`src/rtl/flash_arbiter_pkg.sv`:
```
// Shared encodings for the flash read-port arbiter: FSM states, grant IDs, widths.
package flash_arbiter_pkg;

    typedef enum logic [1:0] {
        ST_IDLE  = 2'd0,
        ST_ISSUE = 2'd1,
        ST_WAIT  = 2'd2,
        ST_DONE  = 2'd3
    } state_e;

    localparam logic GRANT_FETCH = 1'b0;
    localparam logic GRANT_DATA  = 1'b1;

    localparam int ADDR_W = 24;
    localparam int DATA_W = 8;
    localparam int TMO_W  = 20;

endpackage

```
`src/rtl/flash_arbiter_rr.sv`:
```
// Two-way round-robin pick: a lone request wins outright, a tie goes to the
// requester that was not served last.
module rr_arbiter_2
    import flash_arbiter_pkg::*;
(
    input  logic [1:0] req_i,
    input  logic       last_grant_i,
    output logic       valid_o,
    output logic       grant_o
);

    always_comb begin
        valid_o = |req_i;
        grant_o = GRANT_FETCH;
        case (req_i)
            2'b01:   grant_o = GRANT_FETCH;
            2'b10:   grant_o = GRANT_DATA;
            2'b11:   grant_o = ~last_grant_i;
            default: grant_o = GRANT_FETCH;
        endcase
    end

endmodule

```
`src/rtl/flash_arbiter.sv`:
```
// Shares the flash_rom read port between CPU fetch and data-load paths,
// one byte per grant, sequenced through the ROM's hit/miss busy timing.
module flash_arbiter
    import flash_arbiter_pkg::*;
#(
    parameter logic [TMO_W-1:0]  TIMEOUT_CYCLES = 20'hfffff,
    parameter logic [DATA_W-1:0] TIMEOUT_DATA   = 8'hff
) (
    input  logic              clk,
    input  logic              reset,
    input  logic              fetch_req,
    input  logic [ADDR_W-1:0] fetch_address,
    output logic              fetch_ack,
    output logic [DATA_W-1:0] fetch_data,
    input  logic              data_req,
    input  logic [ADDR_W-1:0] data_address,
    output logic              data_ack,
    output logic [DATA_W-1:0] data_data,
    output logic [ADDR_W-1:0] rom_address,
    output logic              rom_enable,
    input  logic              rom_busy,
    input  logic [DATA_W-1:0] rom_data,
    output logic              timeout_error
);

    localparam logic [TMO_W-1:0] TMO_LAST = TIMEOUT_CYCLES - TMO_W'(1);

    state_e             state_q;
    logic               grant_q;
    logic               last_grant_q;
    logic [TMO_W-1:0]   tmo_cnt_q;
    logic [TMO_W-1:0]   tmo_cnt_d;
    logic [ADDR_W-1:0]  rom_address_q;
    logic               rom_enable_q;
    logic               fetch_ack_q;
    logic [DATA_W-1:0]  fetch_data_q;
    logic               data_ack_q;
    logic [DATA_W-1:0]  data_data_q;
    logic               timeout_error_q;

    logic               arb_valid;
    logic               arb_grant;
    logic               tmo_hit;
    logic [DATA_W-1:0]  ret_byte;

    rr_arbiter_2 u_rr (
        .req_i        ({data_req, fetch_req}),
        .last_grant_i (last_grant_q),
        .valid_o      (arb_valid),
        .grant_o      (arb_grant)
    );

    // Counter saturates rather than wrapping so a huge TIMEOUT_CYCLES can't alias.
    assign tmo_cnt_d = (&tmo_cnt_q) ? tmo_cnt_q : tmo_cnt_q + TMO_W'(1);
    assign tmo_hit   = (tmo_cnt_q == TMO_LAST);
    assign ret_byte  = rom_busy ? TIMEOUT_DATA : rom_data;

    always_ff @(posedge clk) begin
        if (reset) begin
            state_q         <= ST_IDLE;
            grant_q         <= GRANT_FETCH;
            last_grant_q    <= GRANT_DATA;
            tmo_cnt_q       <= '0;
            rom_address_q   <= '0;
            rom_enable_q    <= 1'b0;
            fetch_ack_q     <= 1'b0;
            fetch_data_q    <= '0;
            data_ack_q      <= 1'b0;
            data_data_q     <= '0;
            timeout_error_q <= 1'b0;
        end else begin
            fetch_ack_q <= 1'b0;
            data_ack_q  <= 1'b0;
            case (state_q)
                ST_IDLE: begin
                    if (arb_valid) begin
                        grant_q       <= arb_grant;
                        rom_address_q <= (arb_grant == GRANT_DATA) ? data_address : fetch_address;
                        rom_enable_q  <= 1'b1;
                        tmo_cnt_q     <= '0;
                        state_q       <= ST_ISSUE;
                    end
                end
                // Busy is not yet meaningful the cycle after the address is issued.
                ST_ISSUE: state_q <= ST_WAIT;
                ST_WAIT: begin
                    if (!rom_busy || tmo_hit) begin
                        if (grant_q == GRANT_DATA) begin
                            data_data_q <= ret_byte;
                            data_ack_q  <= 1'b1;
                        end else begin
                            fetch_data_q <= ret_byte;
                            fetch_ack_q  <= 1'b1;
                        end
                        if (rom_busy) timeout_error_q <= 1'b1;
                        // A timed-out read still counts as service for fairness.
                        last_grant_q <= grant_q;
                        state_q      <= ST_DONE;
                    end else begin
                        tmo_cnt_q <= tmo_cnt_d;
                    end
                end
                ST_DONE: begin
                    rom_enable_q <= 1'b0;
                    state_q      <= ST_IDLE;
                end
                default: state_q <= ST_IDLE;
            endcase
        end
    end

    assign fetch_ack     = fetch_ack_q;
    assign fetch_data    = fetch_data_q;
    assign data_ack      = data_ack_q;
    assign data_data     = data_data_q;
    assign rom_address   = rom_address_q;
    assign rom_enable    = rom_enable_q;
    assign timeout_error = timeout_error_q;

endmodule

```
`config.mk`:
```
export PLATFORM = sky130hd
export DESIGN_NAME = flash_arbiter
export DESIGN_NICKNAME = d
export VERILOG_FILES = /design/src/rtl/flash_arbiter_pkg.sv /design/src/rtl/flash_arbiter_rr.sv /design/src/rtl/flash_arbiter.sv
export SDC_FILE = /design/constraint.sdc
export NUM_CORES = 1
export LEC_CHECK = 0
export BUFFER_PORTS_ARGS = -buffer_cell sky130_fd_sc_hd__clkbuf_2
export CORE_ASPECT_RATIO = 0.5
export CORE_MARGIN = 2
export CORE_UTILIZATION = 51
export DETAILED_ROUTE_END_ITERATION = 16
export GPL_TIMING_DRIVEN = 0
export HOLD_SLACK_MARGIN = 0.03
export PLACE_DENSITY_LB_ADDON = 0.2
export SYNTH_ARGS = -nofsm -noshare
export SYNTH_HDL_FRONTEND = slang
export SYNTH_SLANG_ARGS = --single-unit
```
`constraint.sdc`:
```
create_clock -name clk -period 2.5 [get_ports clk]
set_input_delay 0.125 -clock clk [delete_from_list [all_inputs] [get_ports clk]]
set_output_delay 0.125 -clock clk [all_outputs]
set_load 0.05 [all_outputs]
```
# ---- After elaboration in Yosys (flattened, before gate mapping)
# Cells that the tools add are included.
dict set report totals {
  word_cells 56
  output_inout_bits 44
  in_bits 61
  reg_bits 68
}
dict set report op_classes {
  reduce_logical 16
  eq_ne 10
  add_sub_neg 1
  bitwise 4
  mux 14
}
# operator count
set op_table {}
lappend op_table {{20-bit 2-to-1 mux} 3}
lappend op_table {{20-bit one-hot mux with 2 select lines} 1}
lappend op_table {{24-bit 2-to-1 mux} 1}
lappend op_table {{20-bit by 1-bit adder with 20-bit output, second input constant} 1}
lappend op_table {{20-bit == test, second input constant} 1}
lappend op_table {{20-bit AND reduction} 1}
lappend op_table {{3-bit AND reduction} 3}
lappend op_table {{2-bit == test, second input constant} 4}
lappend op_table {{8-bit 2-to-1 mux} 1}
lappend op_table {{2-bit != test, second input constant} 4}
lappend op_table {{2-bit one-hot mux with 4 select lines} 1}
lappend op_table {{2-bit AND reduction} 4}
lappend op_table {{2-bit 2-to-1 mux} 2}
lappend op_table {{1-bit inverter} 4}
lappend op_table {{1-bit one-hot mux with 2 select lines} 2}
lappend op_table {{4-bit AND reduction} 1}
lappend op_table {{2-bit nonzero test} 2}
lappend op_table {{1-bit 2-to-1 mux} 3}
lappend op_table {{3-bit OR reduction} 1}
lappend op_table {{2-bit by 1-bit == test with 1-bit output, second input constant} 1}
lappend op_table {{2-bit zero test} 1}
lappend op_table {{2-bit OR reduction} 1}
lappend op_table {{1-bit zero test} 1}
lappend op_table {{1-bit logical OR} 1}

# ---- Depth between registers and ports, before layout
# Gate-level depths: netlist (run 1).
dict set report depth {
  depth_word 4
  ltp_mapped 10
  ltp_nobuf 7
}

# ---- Hierarchy
# Synthesis (run 1) repeated with hierarchy kept, for this count alone.
dict set report hier_totals {
  hier_cells 351
  hier_area_um2 3258.1
}
# module cells_per_inst instances area_per_inst_um2
set by_module_without_submodules {}
lappend by_module_without_submodules {flash_arbiter 349 1 3244.4}
lappend by_module_without_submodules {rr_arbiter_2 2 1 13.8}

# ---- Worst setup path after synthesis (run 1)
# Ideal clock, no wire load.
dict set report synth_timing {
  kind {register -> register}
  start {register state_q[1]}
  end {register tmo_cnt_q[18]}
  stages_incl_launch_ff 9
  path_slack_ns 0.589
  setup_time_ns 0.070
  required_time_ns 2.430
  synth_period_minus_slack_ns 1.911
  t_arrival_ns 1.841
  cell_sequence {dfxtp_1 -> inv_1 -> ha_1 -> or3b_1 -> buf_6 -> o211ai_1 -> a21o_2 -> or4_1 -> a21oi_1}
}
dict set report synth_via {
  elab_chain_cells 3
  elab_cells_between_ends 8
  cone_classes {4 x eq/ne; 1 x mux; 3 x reduce/logical}
}
# item line_no
set synth_lines {}
lappend synth_lines {{from (decl)} flash_arbiter.sv:28} ;# state_e state_q;
lappend synth_lines {{from (signal assigned)} flash_arbiter.sv:60} ;# state_q <= ST_IDLE;
lappend synth_lines {{from (signal assigned)} flash_arbiter.sv:81} ;# state_q <= ST_ISSUE;
lappend synth_lines {{from (signal assigned)} flash_arbiter.sv:85} ;# ST_ISSUE: state_q <= ST_WAIT;
lappend synth_lines {{2-bit == test / 2-bit zero test (equally long branches)} flash_arbiter.sv:74} ;# case (state_q)
lappend synth_lines {{2-bit != test (no source line) / 2-bit nonzero test (equally long branches)} --}
lappend synth_lines {{4-bit AND reduction (no source line)} --}
lappend synth_lines {{to (signal assigned)} flash_arbiter.sv:100} ;# tmo_cnt_q <= tmo_cnt_d;
lappend synth_lines {{to (decl)} flash_arbiter.sv:31} ;# logic [TMO_W-1:0] tmo_cnt_q;
# Several ways; a longest one is shown, not always the timed one.
# A chain may end at the register's enable or synchronous reset.

# ---- Final worst setup path (run 1)
dict set report layout_timing {
  start {register tmo_cnt_q[0]}
  end {register tmo_cnt_q[18]}
}
dict set report layout_via {
  elab_chain_cells 4
  elab_cells_between_ends 10
  cone_classes {1 x add/sub; 3 x eq/ne; 3 x mux; 3 x reduce/logical}
}
# item line_no
set layout_lines {}
lappend layout_lines {{20-bit by 1-bit adder with 20-bit output / 20-bit == test (equally long branches)} {flash_arbiter.sv:54, flash_arbiter.sv:55}}
lappend layout_lines {{20-bit 2-to-1 mux / 1-bit logical OR (equally long branches)} {flash_arbiter.sv:54, flash_arbiter.sv:87}}
lappend layout_lines {{20-bit 2-to-1 mux / 2-bit != test (equally long branches)} --}
lappend layout_lines {{20-bit one-hot mux with 2 select lines / 4-bit AND reduction (equally long branches)} --}
# Several ways; a longest one is shown, not always the timed one. The select of a mux whose other input is x is not followed.

==> results of run 1 <==
## worst min path at each step
stage	startpoint	endpoint	cells past startpoint
2_1_floorplan	rom_busy	tmo_cnt_q[10]	2
3_5_place_dp	rom_data[1]	data_data[1]	3
5_1_grt	rom_data[6]	data_data[6]	3
3_3_place_gp	rom_data[6]	data_data[6]	3
4_1_cts	rom_data[1]	data_data[1]	3
6_report	rom_data[1]	data_data[1]	3
## cells by family after synthesis
kind of cell	synth area share, %
AO/OA/AOI/OAI	21.0
adder cells (fa/ha/maj)	2.31
buffers and inverters	4.28
flip-flops	41.9
multiplexers	7.70
AND/OR/NAND/NOR	22.8
## cells in the final DEF, fill, tap and decap left out, drive strengths merged, types with 2 or more instances in the layout
cell type	count
o21ai	12
nand2	15
nand4b	2
a31oi	3
nand2b	7
inv	5
nand3	7
bufinv	2
nor3	11
nand4	4
a211oi	24
a21oi	25
or3	4
or2b	4
ha	6
o31ai	6
clkbuf	131
dfxtp	68
mux2i	25
nor2b	4
nor2	59
buf	10
a21boi	2
o21a	12
or4	6
and2	4
o32ai	4
and4	6
## cell usage after synthesis (4+ instances only)
library cell,n,area (sq um)
inv_1,5,18.8
or4_1,6,45.0
nand3_1,7,35.0
and4_1,4,35.0
nor3_1,9,45.0
a211oi_1,24,180
clkbuf_1,14,52.6
nor2b_1,4,25.0
o21a_1,12,90.1
nand2_1,14,52.6
a21oi_1,25,125
ha_1,6,75.1
o31ai_1,5,37.5
nor2_1,58,218
o32ai_1,4,35.0
or3_1,4,25.0
dfxtp_1,68,1360
nand2b_1,7,43.8
o21ai_0,10,50.1
mux2i_1,25,250
## flip-flops by register name, indices dropped and copies added (netlist names)
register and cells:
data_ack 1, last_grant_q 1, grant_q 1, fetch_data 8, timeout_error 1, rom_address 24, tmo_cnt_q 20, state_q 2
data_data 8, rom_enable 1, fetch_ack 1
## report_power, final
part           switching [mW]  internal [mW]
logic                    1.31          0.537
registers               0.109           1.28
clock network           0.463          0.930
## metrics by stage
step           instance area, sq um  power (mW)  hold slack (ps)
6_report                       4210        4.63             77.5
3_3_place_gp                   3880        3.23              428
5_1_grt                        4210        4.87              108
4_1_cts                        4210        4.64             75.3
2_1_floorplan                  3250        2.81              268
3_5_place_dp                   3880        3.25              422
## worst reg2reg max path, stage by stage, from the launching register on
cell and delay (ps):
dfxtp_1 420, inv_1 70, ha_1 270, nor2_1 290, nor4b_1 120, a21o_2 280
or4_1 510, a21oi_1 150
## final cells by class
cell class                      count  area [sq um]
Buffer                             24           120
Clock buffer                       13           260
Clock inverter                      3          68.8
Fill cell                         534          1900
Inverter                            5          18.8
Multi-Input combinational cell    268          1750
Sequential cell                    68          1360
Tap cell                           88           110
Timing Repair Buffer              104           520
## routing by layer
layer	GRT usage, %	vias up	part of all wire (%)
li1	-	1567	-
met1	29.4	1387	45
met2	39.2	96	47
met3	8.79	10	6.5
met4	6.22	0	0.96
met5	0	-	0
==> flow_summary_export.csv, run 1 <==
group,metric,value,unit
outcome,status,"finished clean",
synthesis,syn_inst,365,
placed_design,hpwl,5.86,mm
clocking,cts_made_buffers,9,
clocking,root_buffer,"clkbuf_16",
routing,drc_errors,0,
routing,vias_per_cell,5.34,
clocking,cts_setup_buffers,0,
worst_setup_path,cp_max_fo,7,
die,num_rows,20,
timing,relSlewSlack,66.6,%
die,die_x,117,microns
worst_setup_path,worst-path-stages,7,
die,start_util,53.2,%
layout,utilization,68.9,%
synthesis,seq_area_frac_synth,41.9,%
timing,period_needed,2170,ps
placed_design,gp_congestion,0.880,
die,core,6110,sq um
worst_setup_path,crit_family,"simple AND/OR/NAND/NOR gates",
routing,drt_iter0_drc,157,
clocking,cts_resized,0,
global_route,grt_max_degree,12,
die,io_pins,105,
routing,routed_wl,7.95,mm
synthesis,yosysWarningCount,0,
global_route,grtUsageTotal,23.5,%
global_route,grt_pass1_vias,2757,
worst_setup_path,end_kind,"flop",
placed_design,dp.cells,557,
clocking,tritoncts,"built",
worst_setup_path,crit_path_end,"tmo_cnt_q[18]",
worst_setup_path,arrival,2420,ps
timing,setup_ws,333,ps
clocking,clk_latency,330,ps
placed_design,dp_slack,396,ps
timing,setup_viol,0,
job,maxCapViolations,0,
timing,drv_slew,0,
die,die_h,60.4,microns
timing,clock_skew,5.62,ps
worst_setup_path,crit_path_max_incr_delay,500,ps
synthesis,synth.distinct_cells,55,
timing,grt_setup_unrepaired,"false",
power_and_ir_drop,power.density,1100,nW/um^2
routing,dr.pass1.iters,4,
worst_setup_path,critPathLaunch,"tmo_cnt_q[0]",
synthesis,syn_area,3250,sq um
synthesis,syn_nets,432,
clocking,cts_max_level,3,
clocking,clkTransAtPathRegs,50,ps
global_route,grt_overflow_total,0,
layout,fin_cells,573,
worst_setup_path,crit_slowest_cell,"or4_1",
layout,drive_above_1_share,28.5,%
die,dieArea,7060,sq um
worst_setup_path,reg2regPathDepth,7,
worst_setup_path,critPathKind,"flop to flop",
power_and_ir_drop,p_leak,1.75,nW
timing,timing.fmax,462,MHz
worst_setup_path,cp_num_buf_inv,1,
placed_design,numPortBuffers,104,
layout,syn2layout_area_growth,29.5,%
timing,tightestPinTransition,501,ps
synthesis,synth-edff-count,0,
worst_setup_path,required,2760,ps
worst_setup_path,crit_chain,"inv_1, ha_1, nor2_1, nor4b_1, a21o_2, or4_1, a21oi_1",
synthesis,async_flop_share,0,%
timing,setup_tns,0,ps
routing,ant_nets,0,
global_route,antenna_found_initial,0,
routing,num_vias,3060,
clocking,cts_buffer_depth,2,
timing,hold_violations,0,
worst_setup_path,r2r-start,"tmo_cnt_q[0]",
layout,final_nets,547,
global_route,grt_pass1_wl,12.7,mm
worst_setup_path,start_kind,"flop",
synthesis,synthFlopType,"dfxtp_1",
clocking,ctsHoldBuffers,0,
layout,diodes,0,
worst_setup_path,rrSetupSlack,330,ps
worst_setup_path,worstReg2RegEnd,"tmo_cnt_q[18]",
timing,fin_crit_sh,86.7,%
power_and_ir_drop,max-vdd-ir-drop,0.000545,V
routing,wl_per_cell,13.9,microns
clocking,clock_sinks,68,
worst_hold_path,hold_path.class,"input pin to flop",
synthesis,synth.avg_cell_area,8.90,sq um
synthesis,yosys_register_bits,68,
(Power assumes the default switching activity.)
==> run 2: changes to the inputs <==
- CORE_MARGIN: 2 -> 1
- CTS_CLUSTER_DIAMETER: unset -> 100
- MAX_ROUTING_LAYER: unset -> met4
==> run 2 against run 1 <==
Clock skew is 1.3 ps lower; worst setup slack better by 1.6 ps; sequential cell count is the same; global-route usage rose by 2.1 points; critical endpoint unchanged; highest routed layer unchanged.
==> flow_summary_export.csv, run 2 (synthesis gave the netlist of run 1 again) <==
group,metric,value,unit
routing,num_vias,3039,
worst_setup_path,end_kind,"flop",
global_route,grt_max_degree,13,
power_and_ir_drop,max-vdd-ir-drop,0.000702,V
clocking,cts_max_level,3,
routing,drc_errors,0,
routing,dr.pass1.iters,4,
outcome,status,"finished clean",
timing,fin_crit_sh,86.6,%
timing,hold_violations,0,
placed_design,dpl_cell_area,3880,sq um
power_and_ir_drop,power.density,1090,nW/um^2
clocking,cts_resized,0,
clocking,root_buffer,"clkbuf_16",
clocking,cts_setup_buffers,0,
clocking,clock_sinks,68,
job,maxCapViolations,0,
worst_setup_path,cp_num_buf_inv,1,
timing,timing.fmax,462,MHz
worst_setup_path,crit_family,"simple AND/OR/NAND/NOR gates",
die,core,6110,sq um
die,io_pins,105,
layout,syn2layout_area_growth,29.2,%
routing,routed_wl,7.75,mm
worst_setup_path,crit_path_max_incr_delay,510,ps
routing,drt_iter0_drc,178,
layout,layout_commonest_cell,"clkbuf_2",
placed_design,gp_congestion,0.879,
clocking,clk_latency,330,ps
timing,grt_setup_unrepaired,"false",
timing,clock_skew,4.32,ps
power_and_ir_drop,p_leak,1.74,nW
routing,wl_per_cell,13.5,microns
die,die_h,58.4,microns
layout,drive_above_1_share,28.7,%
timing,setup_viol,0,
timing,drv_slew,0,
global_route,grtUsageTotal,25.6,%
clocking,clkTransAtPathRegs,60,ps
worst_setup_path,critPathKind,"flop to flop",
die,start_util,53.2,%
timing,setup_tns,0,ps
layout,largest_reg_flops,24,
clocking,ctsHoldBuffers,0,
die,dieArea,6710,sq um
timing,period_needed,2170,ps
layout,most-common-layout-cells,"clkbuf_2, dfxtp_1, nor2_1",
global_route,grt_pass1_wl,12.8,mm
timing,relSlewSlack,67.3,%
worst_setup_path,start_kind,"flop",
placed_design,numPortBuffers,104,
layout,diodes,0,
global_route,grt_pass1_vias,2770,
clocking,cts_made_buffers,9,
worst_setup_path,crit_chain,"inv_1, ha_1, nor2_1, nor4b_1, a21o_2, or4_1, a21oi_1",
layout,finalInstanceArea,4200,sq um
layout,final_nets,547,
global_route,grt_overflow_total,0,
worst_setup_path,cp_max_fo,7,
global_route,antenna_found_initial,0,
clocking,tritoncts,"built",
worst_setup_path,crit_slowest_cell,"or4_1",
routing,vias_per_cell,5.30,
die,die_x,115,microns
die,num_rows,20,
clocking,cts_buffer_depth,2,
routing,ant_nets,0,
worst_hold_path,hold_path.class,"input pin to flop",
worst_setup_path,required,2770,ps
timing,holdWs,95.6,ps
placed_design,hpwl,5.63,mm
timing,tightestPinTransition,489,ps
worst_setup_path,arrival,2430,ps
[run 2: power by group]
group,switching (mW),internal [mW]
Combinational,1.31,0.538
Clock,0.473,0.872
Sequential,0.108,1.28
[run 2: path summary, 6_finish.rpt]
check                                    from       endpoint  slack (ps)  cells past startpoint
worst max-delay path             tmo_cnt_q[0]  tmo_cnt_q[18]         330                      7
worst min-delay path              rom_data[7]   data_data[7]         100                      3
worst max register to register   tmo_cnt_q[0]  tmo_cnt_q[18]         330                      7
worst min register to register  fetch_data[4]  fetch_data[4]         460                      1
[run 2: routing by layer]
| metal | GRT usage (%) | share of wire [%] | vias up | routed length [microns] |
|---|---|---|---|---|
| met1 | 31.0 | 48 | 1393 | 3700 |
| met2 | 40.9 | 47 | 68 | 3620 |
| li1 | - | - | 1566 | - |
| met5 | - | 0 | - | 0 |
| met3 | 7.11 | 4.3 | 12 | 331 |
| met4 | 10.4 | 1.2 | 0 | 95 |
[run 2: through the flow]
step	utilization (%)	std cells	setup WS [ps]	total power, mW
4_1_cts	68.7	573	371	4.59
5_1_grt	68.7	573	161	4.81
6_report	68.7	573	335	4.57
3_5_place_dp	63.5	557	391	3.25
2_1_floorplan	-	365	589	2.81
3_3_place_gp	63.5	557	395	3.22
[run 2: final cells by class]
type,instances,area (sq um)
Fill cell,526,1910
Multi-Input combinational cell,268,1750
Sequential cell,68,1360
Timing Repair Buffer,104,520
Clock buffer,10,229
Buffer,24,120
Tap cell,88,110
Clock inverter,6,88.8
Inverter,5,18.8
[run 2: worst register-to-register path: stages, from the launching register on]
cell and delay (ps):
dfxtp_1 430, inv_1 70, ha_1 260, nor2_1 290, nor4b_1 120, a21o_2 280, or4_1 510, a21oi_1 140
==> run 3: changes to the inputs <==
- CORE_UTILIZATION: 51 -> 45
- CTS_CLUSTER_SIZE: unset -> 25
==> run 3 against run 2 <==
Worst hold slack improved by 0.92 ps; largest power group unchanged; sequential share of layout area hardly changed; register-to-register slack about the same; highest routed layer unchanged; non-clock buffer count stayed put; first-iteration DRC count grew 3.9%; clock-buffer cell count rose by 2; critical path depth stayed put; critical path type unchanged.
==> flow_summary_export.csv, run 3 (synthesis gave the netlist of run 1 again) <==
group,metric,value,unit
clocking,cts_buffer_depth,2,
layout,final_nets,547,
power_and_ir_drop,power.density,1080,nW/um^2
layout,drive_above_1_share,28.5,%
timing,relSlewSlack,64.9,%
placed_design,hpwl,5.68,mm
worst_setup_path,crit_path_max_incr_delay,490,ps
timing,hold_violations,0,
worst_setup_path,crit_slowest_cell,"or4_1",
worst_setup_path,critPathLaunch,"tmo_cnt_q[0]",
layout,syn2layout_area_growth,29.4,%
layout,utilization,61.5,%
timing,setup_tns,0,ps
worst_setup_path,r2r-start,"tmo_cnt_q[0]",
worst_setup_path,end_kind,"flop",
timing,timing.fmax,460,MHz
clocking,clock_sinks,68,
timing,setup_ws,327,ps
worst_setup_path,cp_max_fo,7,
clocking,root_buffer,"clkbuf_16",
placed_design,numPortBuffers,104,
clocking,cts_made_buffers,9,
routing,routed_wl,7.65,mm
worst_setup_path,crit_chain,"inv_1, ha_1, nor2_1, nor4b_1, a21o_2, or4_1, a31oi_1",
power_and_ir_drop,max-vdd-ir-drop,0.000627,V
worst_setup_path,arrival,2420,ps
layout,seq_area,1360,sq um
worst_setup_path,critPathKind,"flop to flop",
layout,layout_commonest_cell,"clkbuf_2",
clocking,cts_resized,0,
routing,drc_errors,0,
timing,setup_viol,0,
layout,largest_reg_flops,24,
job,maxCapViolations,0,
worst_setup_path,required,2750,ps
power_and_ir_drop,total_power,4.56,mW
clocking,clk_latency,320,ps
clocking,ctsHoldBuffers,0,
layout,diodes,0,
die,start_util,47.5,%
timing,clock_skew,5.04,ps
clocking,cts_setup_buffers,0,
clocking,tritoncts,"built",
global_route,antenna_found_initial,0,
die,core,6830,sq um
die,die_h,62.1,microns
routing,wl_met3,410,microns
clocking,cts_max_level,3,
routing,ant_nets,0,
worst_hold_path,min-delay-start,"rom_data[1]",
routing,wl_per_cell,13.3,microns
routing,num_vias,3022,
timing,drv_slew,0,
global_route,grt_pass1_vias,2658,
placed_design,dp_slack,371,ps
routing,drt_iter0_drc,185,
routing,wl_met1,3.61,mm
global_route,grtUsageTotal,21.9,%
layout,fill_cells,638,
layout,fin_cells,577,
die,die_x,122,microns
placed_design,gp_congestion,0.851,
power_and_ir_drop,p_leak,1.74,nW
layout,most-common-layout-cells,"clkbuf_2, dfxtp_1, nor2_1",
routing,vias_per_cell,5.24,
clocking,clkTransAtPathRegs,50,ps
global_route,grt_pass1_wl,12.2,mm
timing,tightestPinTransition,526,ps
worst_hold_path,hold_path.class,"input pin to flop",
die,num_rows,21,
die,io_pins,105,
placed_design,dp.cells,561,
routing,highest_layer,"met4",
worst_setup_path,start_kind,"flop",
routing,dr.pass1.iters,5,
timing,grt_setup_unrepaired,"false",
outcome,status,"finished clean",
layout,multiInputGateArea,1750,sq um
die,dieArea,7580,sq um
timing,fin_crit_sh,86.9,%
global_route,grt_max_degree,12,
timing,period_needed,2170,ps
global_route,grt_overflow_total,0,
routing,dr_wl_met2,3.58,mm
[run 3: area by class of cell]
cell class                      instances  area share (%)
Tap cell                               92            2.74
Inverter                                5           0.447
Timing Repair Buffer                  104            12.4
Sequential cell                        68            32.4
Buffer                                 24            2.86
Clock buffer                           12            5.86
Clock inverter                          4            1.73
Multi-Input combinational cell        268            41.6
[run 3: path summary, 6_finish.rpt]
path	end	slack, ps	depth (start not counted)
setup / recovery	tmo_cnt_q[13]	330	7
hold / removal	data_data[1]	100	3
setup reg to reg	tmo_cnt_q[13]	330	7
hold reg to reg	fetch_data[4]	460	1
[run 3: metrics by stage]
stage,hold slack [ps],cell area (sq um)
3_3_place_gp,426,3880
2_1_floorplan,268,3250
3_5_place_dp,433,3880
4_1_cts,91.6,4200
6_report,96.6,4200
5_1_grt,103,4200
[run 3: worst max-delay path: cells and delay by family, from the launching register on]
kind | cells | cell delay [ps]
AOI/OAI and AO/OA | 2 | 440
buffers and inverters | 1 | 70
DFF | 1 | 430
adders and majority gates | 1 | 270
and+or+nand+nor | 3 | 900
[run 3: power by group]
part / leakage, nW / switching (mW) / internal [mW]
Combinational: 1.03 / 1.30 / 0.537
Sequential: 0.555 / 0.102 / 1.28
Clock: 0.153 / 0.442 / 0.898
Total: 1.74 / 1.84 / 2.71
[run 3: per-layer routing]
metal,global-route usage [%],vias to the layer above
met5,-,-
met4,8.19,0
met3,5.84,4
met2,35.8,91
met1,26.4,1368
li1,-,1559
